<file path="src/rtl/sr_pattern_driver.sv">
// Serial S/R excitation generator: replays a WIDTH-bit pattern LSB-first onto an SR flip-flop.
// Optional q feedback checker is built when SR_DRIVER_CHECK_EN is defined.
module sr_pattern_driver #(
  parameter int unsigned WIDTH = 8
) (
  input  logic             clk,
  input  logic             rst,
  input  logic [WIDTH-1:0] pat_in,
  input  logic             pat_valid,
  output logic             pat_ready,
  output logic             s,
  output logic             r,
  output logic             busy,
  output logic             done,
  output logic             q_model,
  input  logic             q_fb,
  output logic             mismatch,
  input  logic             mismatch_clr
);

  localparam int unsigned IW = $clog2(WIDTH);

  typedef enum logic [1:0] {
    IDLE,
    DRIVE,
    DONE
  } state_e;

  state_e           state_q, state_d;
  logic [WIDTH-1:0] shift_q, shift_d;
  logic [IW-1:0]    idx_q, idx_d;
  logic             s_q, s_d;
  logic             r_q, r_d;
  logic             q_model_q, q_model_d;
  logic             q_known_q, q_known_d;
  logic             ready_q, ready_d;
  logic             busy_q, busy_d;
  logic             done_q, done_d;
  logic             tgt;

  // All outputs are registered, so each appears one edge after the state that produced it.
  always_comb begin
    state_d   = state_q;
    shift_d   = shift_q;
    idx_d     = idx_q;
    s_d       = 1'b0;
    r_d       = 1'b0;
    q_model_d = q_model_q;
    q_known_d = q_known_q;
    tgt       = shift_q[0];

    case (state_q)
      IDLE: begin
        if (pat_valid && ready_q) begin
          shift_d = pat_in;
          idx_d   = '0;
          state_d = DRIVE;
        end
      end
      DRIVE: begin
        if (!q_known_q) begin
          s_d = tgt;
          r_d = ~tgt;
        end else begin
          s_d = tgt & ~q_model_q;
          r_d = ~tgt & q_model_q;
        end
        q_model_d = tgt;
        q_known_d = 1'b1;
        shift_d   = shift_q >> 1;
        idx_d     = idx_q + IW'(1);
        if (idx_q == IW'(WIDTH - 1)) begin
          idx_d   = '0;
          state_d = DONE;
        end
      end
      DONE: begin
        state_d = IDLE;
      end
      default: begin
        state_d = IDLE;
      end
    endcase

    busy_d  = (state_q == DRIVE);
    done_d  = (state_q == DONE);
    // Ready stays low through the cycle in which done is visible.
    ready_d = (state_d == IDLE) && (state_q != DONE);
  end

  always_ff @(posedge clk) begin
    if (rst) begin
      state_q   <= IDLE;
      shift_q   <= '0;
      idx_q     <= '0;
      s_q       <= 1'b0;
      r_q       <= 1'b0;
      q_model_q <= 1'b0;
      q_known_q <= 1'b0;
      ready_q   <= 1'b1;
      busy_q    <= 1'b0;
      done_q    <= 1'b0;
    end else begin
      state_q   <= state_d;
      shift_q   <= shift_d;
      idx_q     <= idx_d;
      s_q       <= s_d;
      r_q       <= r_d;
      q_model_q <= q_model_d;
      q_known_q <= q_known_d;
      ready_q   <= ready_d;
      busy_q    <= busy_d;
      done_q    <= done_d;
    end
  end

  assign s         = s_q;
  assign r         = r_q;
  assign pat_ready = ready_q;
  assign busy      = busy_q;
  assign done      = done_q;
  assign q_model   = q_model_q;

`ifdef SR_DRIVER_CHECK_EN
  logic exp_q;
  logic vld_q;
  logic mismatch_q, mismatch_d;

  // Flip-flop updates one edge after s/r appear; compare one edge later still.
  always_comb begin
    mismatch_d = (mismatch_q & ~mismatch_clr) | (vld_q & (q_fb != exp_q));
  end

  always_ff @(posedge clk) begin
    if (rst) begin
      exp_q      <= 1'b0;
      vld_q      <= 1'b0;
      mismatch_q <= 1'b0;
    end else begin
      exp_q      <= q_model_q;
      vld_q      <= busy_q;
      mismatch_q <= mismatch_d;
    end
  end

  assign mismatch = mismatch_q;
`else
  logic unused_fb;
  assign unused_fb = q_fb ^ mismatch_clr;
  assign mismatch  = 1'b0;
`endif

endmodule

</file>
<file path="config.mk">
export PLATFORM = sky130hd
export DESIGN_NAME = sr_pattern_driver
export DESIGN_NICKNAME = d
export VERILOG_FILES = /design/src/rtl/sr_pattern_driver.sv
export SDC_FILE = /design/constraint.sdc
export NUM_CORES = 1
export LEC_CHECK = 0
export ABC_AREA = 1
export ABC_CLOCK_PERIOD_IN_PS = 1100
export CORE_MARGIN = 1
export CORE_UTILIZATION = 48
export CTS_CLUSTER_SIZE = 30
export DETAILED_ROUTE_END_ITERATION = 16
export PLACE_DENSITY = 0.8
export SLEW_MARGIN = 20
export SYNTH_ARGS = -nofsm -noshare
export SYNTH_HDL_FRONTEND = slang
export SYNTH_SLANG_ARGS = --single-unit
</file>
<file path="constraint.sdc">
create_clock -name clk -period 1.1 [get_ports clk]
set_input_delay 0.11 -clock clk [delete_from_list [all_inputs] [get_ports clk]]
set_output_delay 0.11 -clock clk [all_outputs]
set_load 0.01 [all_outputs]
</file>
==> results of run 1 <==
power by group:
group	switching [mW]	internal (mW)
registers	0.0368	0.783
logic	0.191	0.172
clock network	0.242	0.369
stage by stage:
stage	area [um^2]	worst slack, ps	instances
after CTS	1180	8.22	177
after floorplan	888	49.9	126
after detailed placement	1120	-186	173
after global routing	1220	-0.667	177
after global placement	1120	-147	173
final	1220	49.1	177
flip-flops by register name (all words and copies together) (netlist names):
signal     flops
busy           1
done           1
idx_q          3
pat_ready      1
q_known_q      1
q_model        1
r              1
s              1
shift_q        8
state_q        2
repair_timing:
item                       CTS  global route
resized for setup           11            11
pin swaps                    1             3
setup endpoints to repair   19            11
worst paths after layout:
| path | from | to | depth (start not counted) |
|---|---|---|---|
| max | q_model | q_model | 1 |
| min | pat_in[7] | shift_q[7] | 3 |
| max reg2reg | idx_q[1] | state_q[0] | 5 |
| min reg2reg | q_known_q | s | 1 |
routing by layer:
metal,GRT usage,vias up,part of all wire
met5,0,-,0
met4,0.115,0,0.014
met3,0.0400,4,0.048
met2,0.339,23,0.48
met1,0.267,379,0.45
li1,-,441,-
cells by family (layout without fill, tap and decap cells):
family,Yosys count,count (layout),share of synthesized area
buffers and inverters,22,48,0.120
AOI/OAI and AO/OA,11,11,0.0676
adders and majority gates,2,2,0.0282
and+or+nand+nor,70,70,0.330
other,1,1,0.00422
DFF,20,20,0.451
cell usage in the layout, fill, tap and decap left out:
| cell | count |
|---|---|
| nor2_1 | 19 |
| inv_2 | 1 |
| bufinv_16 | 1 |
| nor3_1 | 1 |
| dfxtp_2 | 3 |
| nand3_1 | 17 |
| dfxtp_1 | 16 |
| o21ai_1 | 2 |
| clkdlybuf4s50_1 | 10 |
| dlygate4sd2_1 | 6 |
| buf_4 | 11 |
| a21o_2 | 1 |
| dfxtp_4 | 1 |
| conb_1 | 1 |
| buf_6 | 1 |
| a211oi_1 | 1 |
| inv_1 | 15 |
| nand2_2 | 2 |
| o21ai_0 | 1 |
| a21oi_1 | 5 |
| clkbuf_4 | 3 |
| nand2_4 | 1 |
| a21oi_2 | 1 |
| ha_4 | 2 |
| nor2_2 | 1 |
| nand2_1 | 28 |
| nor2_4 | 1 |
layout make-up:
type                       count  area share
multi-input combinational     84       0.348
clock inverter                 1      0.0245
sequential                    20       0.333
clock buffer                   3      0.0184
tap                           25      0.0255
inverter                      16      0.0490
timing repair buffer          28       0.201
==> flow_metrics.env, run 1 <==
export IMPL_finalCritPeriodShare=0.955
export IMPL_grt_max_degree=13
export IMPL_cts_buffers=3
export IMPL_peakVddDrop_v=0.00128
export IMPL_synth_async_sr_flop_share=0
export IMPL_cp_num_buf_inv=1
export IMPL_syn_nets=141
export IMPL_num_fill_cells=142
export IMPL_synth_edf_count=0
export IMPL_drt_pass1_iterations=4
export IMPL_cp_data_required_time_ps=990
export IMPL_vias_per_cell=4.79
export IMPL_seq_area_um2=408
export IMPL_cp_slowest_cell="dfxtp_2"
export IMPL_cts_max_level=1
export IMPL_routed_wl_mm=1.95
export IMPL_syn_avg_cell_area_um2=7.05
export IMPL_gr_usage_all_layers=0.212
export IMPL_synth_seq_cells=20
export IMPL_critPathArrivalTime_ps=940
export IMPL_wire_per_inst_um=11.0
export IMPL_holdBufCountCts=0
export IMPL_core_um2=1730
export IMPL_synthTopCellsByCount="nand2_1, dfxtp_1, nor2_1"
export IMPL_synthTopCellsByArea="dfxtp_1, nand2_1, nand3_1, nor2_1, inv_1"
export IMPL_fp_dieW_um=45.0
export IMPL_critPathMaxFanout=4
export IMPL_p_leak_nw=0.590
export IMPL_tritoncts="built"
export IMPL_cp_top_family="flip-flops"
export IMPL_max_stage_delay_ps=360
export IMPL_rows=15
export IMPL_die_area_um2=2030
export IMPL_p_total_mw=1.79
export IMPL_initial_core_util=0.514
export IMPL_drtIter0Drc=32
export IMPL_finalMaxSlewViolations=0
export IMPL_rsz0062_at_grt="true"
export IMPL_skew_ps=6.08
export IMPL_overflow=0
export IMPL_max_cap_violations=0
export IMPL_ant_nets=0
export IMPL_synth_ff_type="dfxtp_1"
export IMPL_reg2reg_slack_ps=50
export IMPL_hpwl_mm=1.26
export IMPL_final_util=0.709
export IMPL_hold_ws_ps=375
export IMPL_path_clk_slew_ps=120
export IMPL_seq_area_frac_synth=0.451
export IMPL_multi_input_area_um2=427
export IMPL_end_kind="output port"
export IMPL_gp_congestion=0.761
export IMPL_yosys_area_top_type_share=0.451
export IMPL_vias=847
export IMPL_period_needed_ps=1050
export IMPL_critPathKind="flop to output port"
export IMPL_die_y_um=45.0
export IMPL_postSynthCellCount=126
export IMPL_yosysMostFrequentCell="nand2_1"
export IMPL_ys_types=20
export IMPL_fmax_ghz=0.952
export IMPL_status="complete, no violations"
export IMPL_syn2layout_area_growth_pct=37.9
export IMPL_post_route_drc_count=0
export IMPL_cts_sinks=20
export IMPL_min_path_type="input port to flop"
export IMPL_drive_above_1_share=0.197
export IMPL_insertion_delay_ps=310
export IMPL_fin_setup_tns_ps=0
export IMPL_setup_viol=0
export IMPL_cts_root_buf="clkbuf_4"
export IMPL_antenna_found_initial=0
export IMPL_grt_pass1_wl_mm=3.08
export IMPL_finalNetCount=168
export IMPL_antenna_cells=0
export IMPL_post_cts_setup_buffers=0
export IMPL_syn_area_um2=888
export IMPL_synth_top_cell_by_area="dfxtp_1"
export IMPL_portBuffers=16
export IMPL_ios=20
export IMPL_critPathLaunchType="flop"
export IMPL_p_per_area_nw_per_um2=1460
export IMPL_clockBufferDepth=2
export IMPL_path_cells="dlygate4sd2_1"
export IMPL_grt_pass1_vias=726
export IMPL_yosysWarnings=0
export IMPL_hold_violations=0
(Power assumes the default switching activity.)
==> inputs of run 2 (changes only) <==
- CTS_CLUSTER_SIZE: 30 -> 14
- SLEW_MARGIN: 20 -> 25
==> results of run 2 <==
Final layout, timing and power as in run 1 (identical DEF).
==> inputs of run 3 (changes only) <==
- RECOVER_POWER: unset -> 100
- SLEW_MARGIN: 25 -> 20
==> run 3 against run 2 <==
Effect of this change:
- worst hold slack got worse by 7.3 ps
- via count rose by 0.71%
- die area did not move
- critical path type unchanged
- highest routed layer unchanged
==> flow_metrics.env, run 3 (synthesized netlist as in run 1, its figures left out) <==
export IMPL_cts_sinks=20
export IMPL_routed_wl_mm=1.95
export IMPL_portBuffers=16
export IMPL_cts_root_buf="clkbuf_4"
export IMPL_fp_dieW_um=45.0
export IMPL_die_y_um=45.0
export IMPL_antenna_found_initial=0
export IMPL_final_cell_mix="nand2_1, nor2_1, nand3_1"
export IMPL_critPathMaxFanout=4
export IMPL_max_stage_delay_ps=360
export IMPL_worstReg2RegEnd="state_q[0]"
export IMPL_reg2reg_depth=5
export IMPL_max_cap_violations=0
export IMPL_cp_data_required_time_ps=990
export IMPL_grt_pass1_vias=726
export IMPL_critPathArrivalTime_ps=940
export IMPL_hold_violations=0
export IMPL_combinationalPowerShare=0.202
export IMPL_setup_viol=0
export IMPL_largest_register="shift_q"
export IMPL_cp_depth=1
export IMPL_cts_buffers=3
export IMPL_peakVddDrop_v=0.00129
export IMPL_path_cells="dlygate4sd2_1"
export IMPL_rsz0062_at_grt="true"
export IMPL_gr_usage_all_layers=0.212
export IMPL_finalMaxSlewViolations=0
export IMPL_critPathLaunchType="flop"
export IMPL_skew_ps=2.90
export IMPL_p_total_mw=1.80
export IMPL_die_area_um2=2030
export IMPL_pwr_share_seq=0.456
export IMPL_holdBufCountCts=0
export IMPL_worst_slack_ps=49.8
export IMPL_largest_register_ffs=8
export IMPL_wire_per_inst_um=11.0
export IMPL_ant_nets=0
export IMPL_post_route_drc_count=0
export IMPL_switching_share=0.264
export IMPL_drt_pass1_iterations=4
export IMPL_syn2layout_area_growth_pct=37.6
export IMPL_fmax_ghz=0.952
export IMPL_p_leak_nw=0.590
export IMPL_min_path_type="input port to flop"
export IMPL_grt_max_degree=13
export IMPL_drtIter0Drc=32
export IMPL_cp_num_buf_inv=1
export IMPL_p_per_area_nw_per_um2=1470
export IMPL_antenna_cells=0
export IMPL_layout_commonest_cell="nand2_1"
export IMPL_clockBufferDepth=2
export IMPL_reg_largest_list="shift_q (8), idx_q (3), state_q (2)"
export IMPL_tritoncts="built"
export IMPL_drive_above_1_share=0.197
export IMPL_fin_setup_tns_ps=0
export IMPL_hpwl_mm=1.26
export IMPL_status="complete, no violations"
export IMPL_pre_cts_ws_ps=-186
export IMPL_grt_pass1_wl_mm=3.08
export IMPL_finalCritPeriodShare=0.955
export IMPL_cp_slowest_cell="dfxtp_2"
export IMPL_rows=15
export IMPL_cp_top_family="flip-flops"
export IMPL_reg2reg_slack_ps=50
export IMPL_insertion_delay_ps=310
export IMPL_initial_core_util=0.514
export IMPL_r2r_start="idx_q[1]"
export IMPL_internal_power_mw=1.32
export IMPL_finalNetCount=168
export IMPL_critPathKind="flop to output port"
export IMPL_end_kind="output port"
export IMPL_vias=853
export IMPL_ios=20
export IMPL_dp_cells=173
export IMPL_gp_congestion=0.761
export IMPL_post_cts_setup_buffers=0
export IMPL_pwr_share_clk=0.342
export IMPL_layout_cells_non_filler=177
export IMPL_cp_endpoint="q_model"
export IMPL_final_util=0.708
export IMPL_crit_path_start="q_model"
export IMPL_vias_per_cell=4.82
export IMPL_period_needed_ps=1050
export IMPL_p_switching_uw=474
export IMPL_path_clk_slew_ps=120
export IMPL_core_um2=1730
export IMPL_overflow=0
export IMPL_cts_max_level=1
## run 3: cell count changes in the layout (fill, tap and decap cells not counted), sizes merged
cell    before  now
buf         12   10
clkbuf       3    5
## run 3: layer usage
layer	track usage	wire [um]	share of wire	vias to the layer above
li1	-	-	-	441
met1	0.267	918	0.47	390
met2	0.339	928	0.48	18
met3	0.0400	74	0.038	4
met4	0.115	28	0.014	0
met5	0	0	0	-
## run 3: worst min path at each step
stage                 end  depth (start not counted)       from
2_1_floorplan    idx_q[1]                          1        rst
3_3_place_gp            s                          1  q_known_q
4_1_cts        shift_q[7]                          3  pat_in[7]
5_1_grt        shift_q[7]                          3  pat_in[7]
3_5_place_dp            s                          1  q_known_q
6_report       shift_q[7]                          3  pat_in[7]
## run 3: power by group through the flow
stage	combinational (mW)	sequential, mW	clock [mW]
after global placement	0.333	0.832	0
after CTS	0.346	0.819	0.621
after detailed placement	0.341	0.834	0
after global routing	0.407	0.826	0.647
after floorplan	0.219	0.829	0
final	0.363	0.820	0.614
## run 3: repair_timing
action | CTS | global route
gates resized for setup | 11 | 11
pin swaps | 1 | 3
endpoints found under the hold margin | 0 | 0
endpoints found under the setup margin | 19 | 11
## run 3: per-stage QoR
| step | area (um^2) | hold slack (ps) |
|---|---|---|
| final | 1220 | 368 |
| after global routing | 1220 | 387 |
| after CTS | 1180 | 361 |
| after detailed placement | 1120 | 432 |
| after global placement | 1120 | 421 |
| after floorplan | 888 | 179 |
## run 3: cell type report
cell class	count	area (um^2)
clock buffers	3	22.5
clock inverters	1	30.0
fillers	143	504
inverters	16	60.1
multi-input cells	84	427
flip-flops and latches	20	408
well taps	25	31.3
repair buffers	28	244
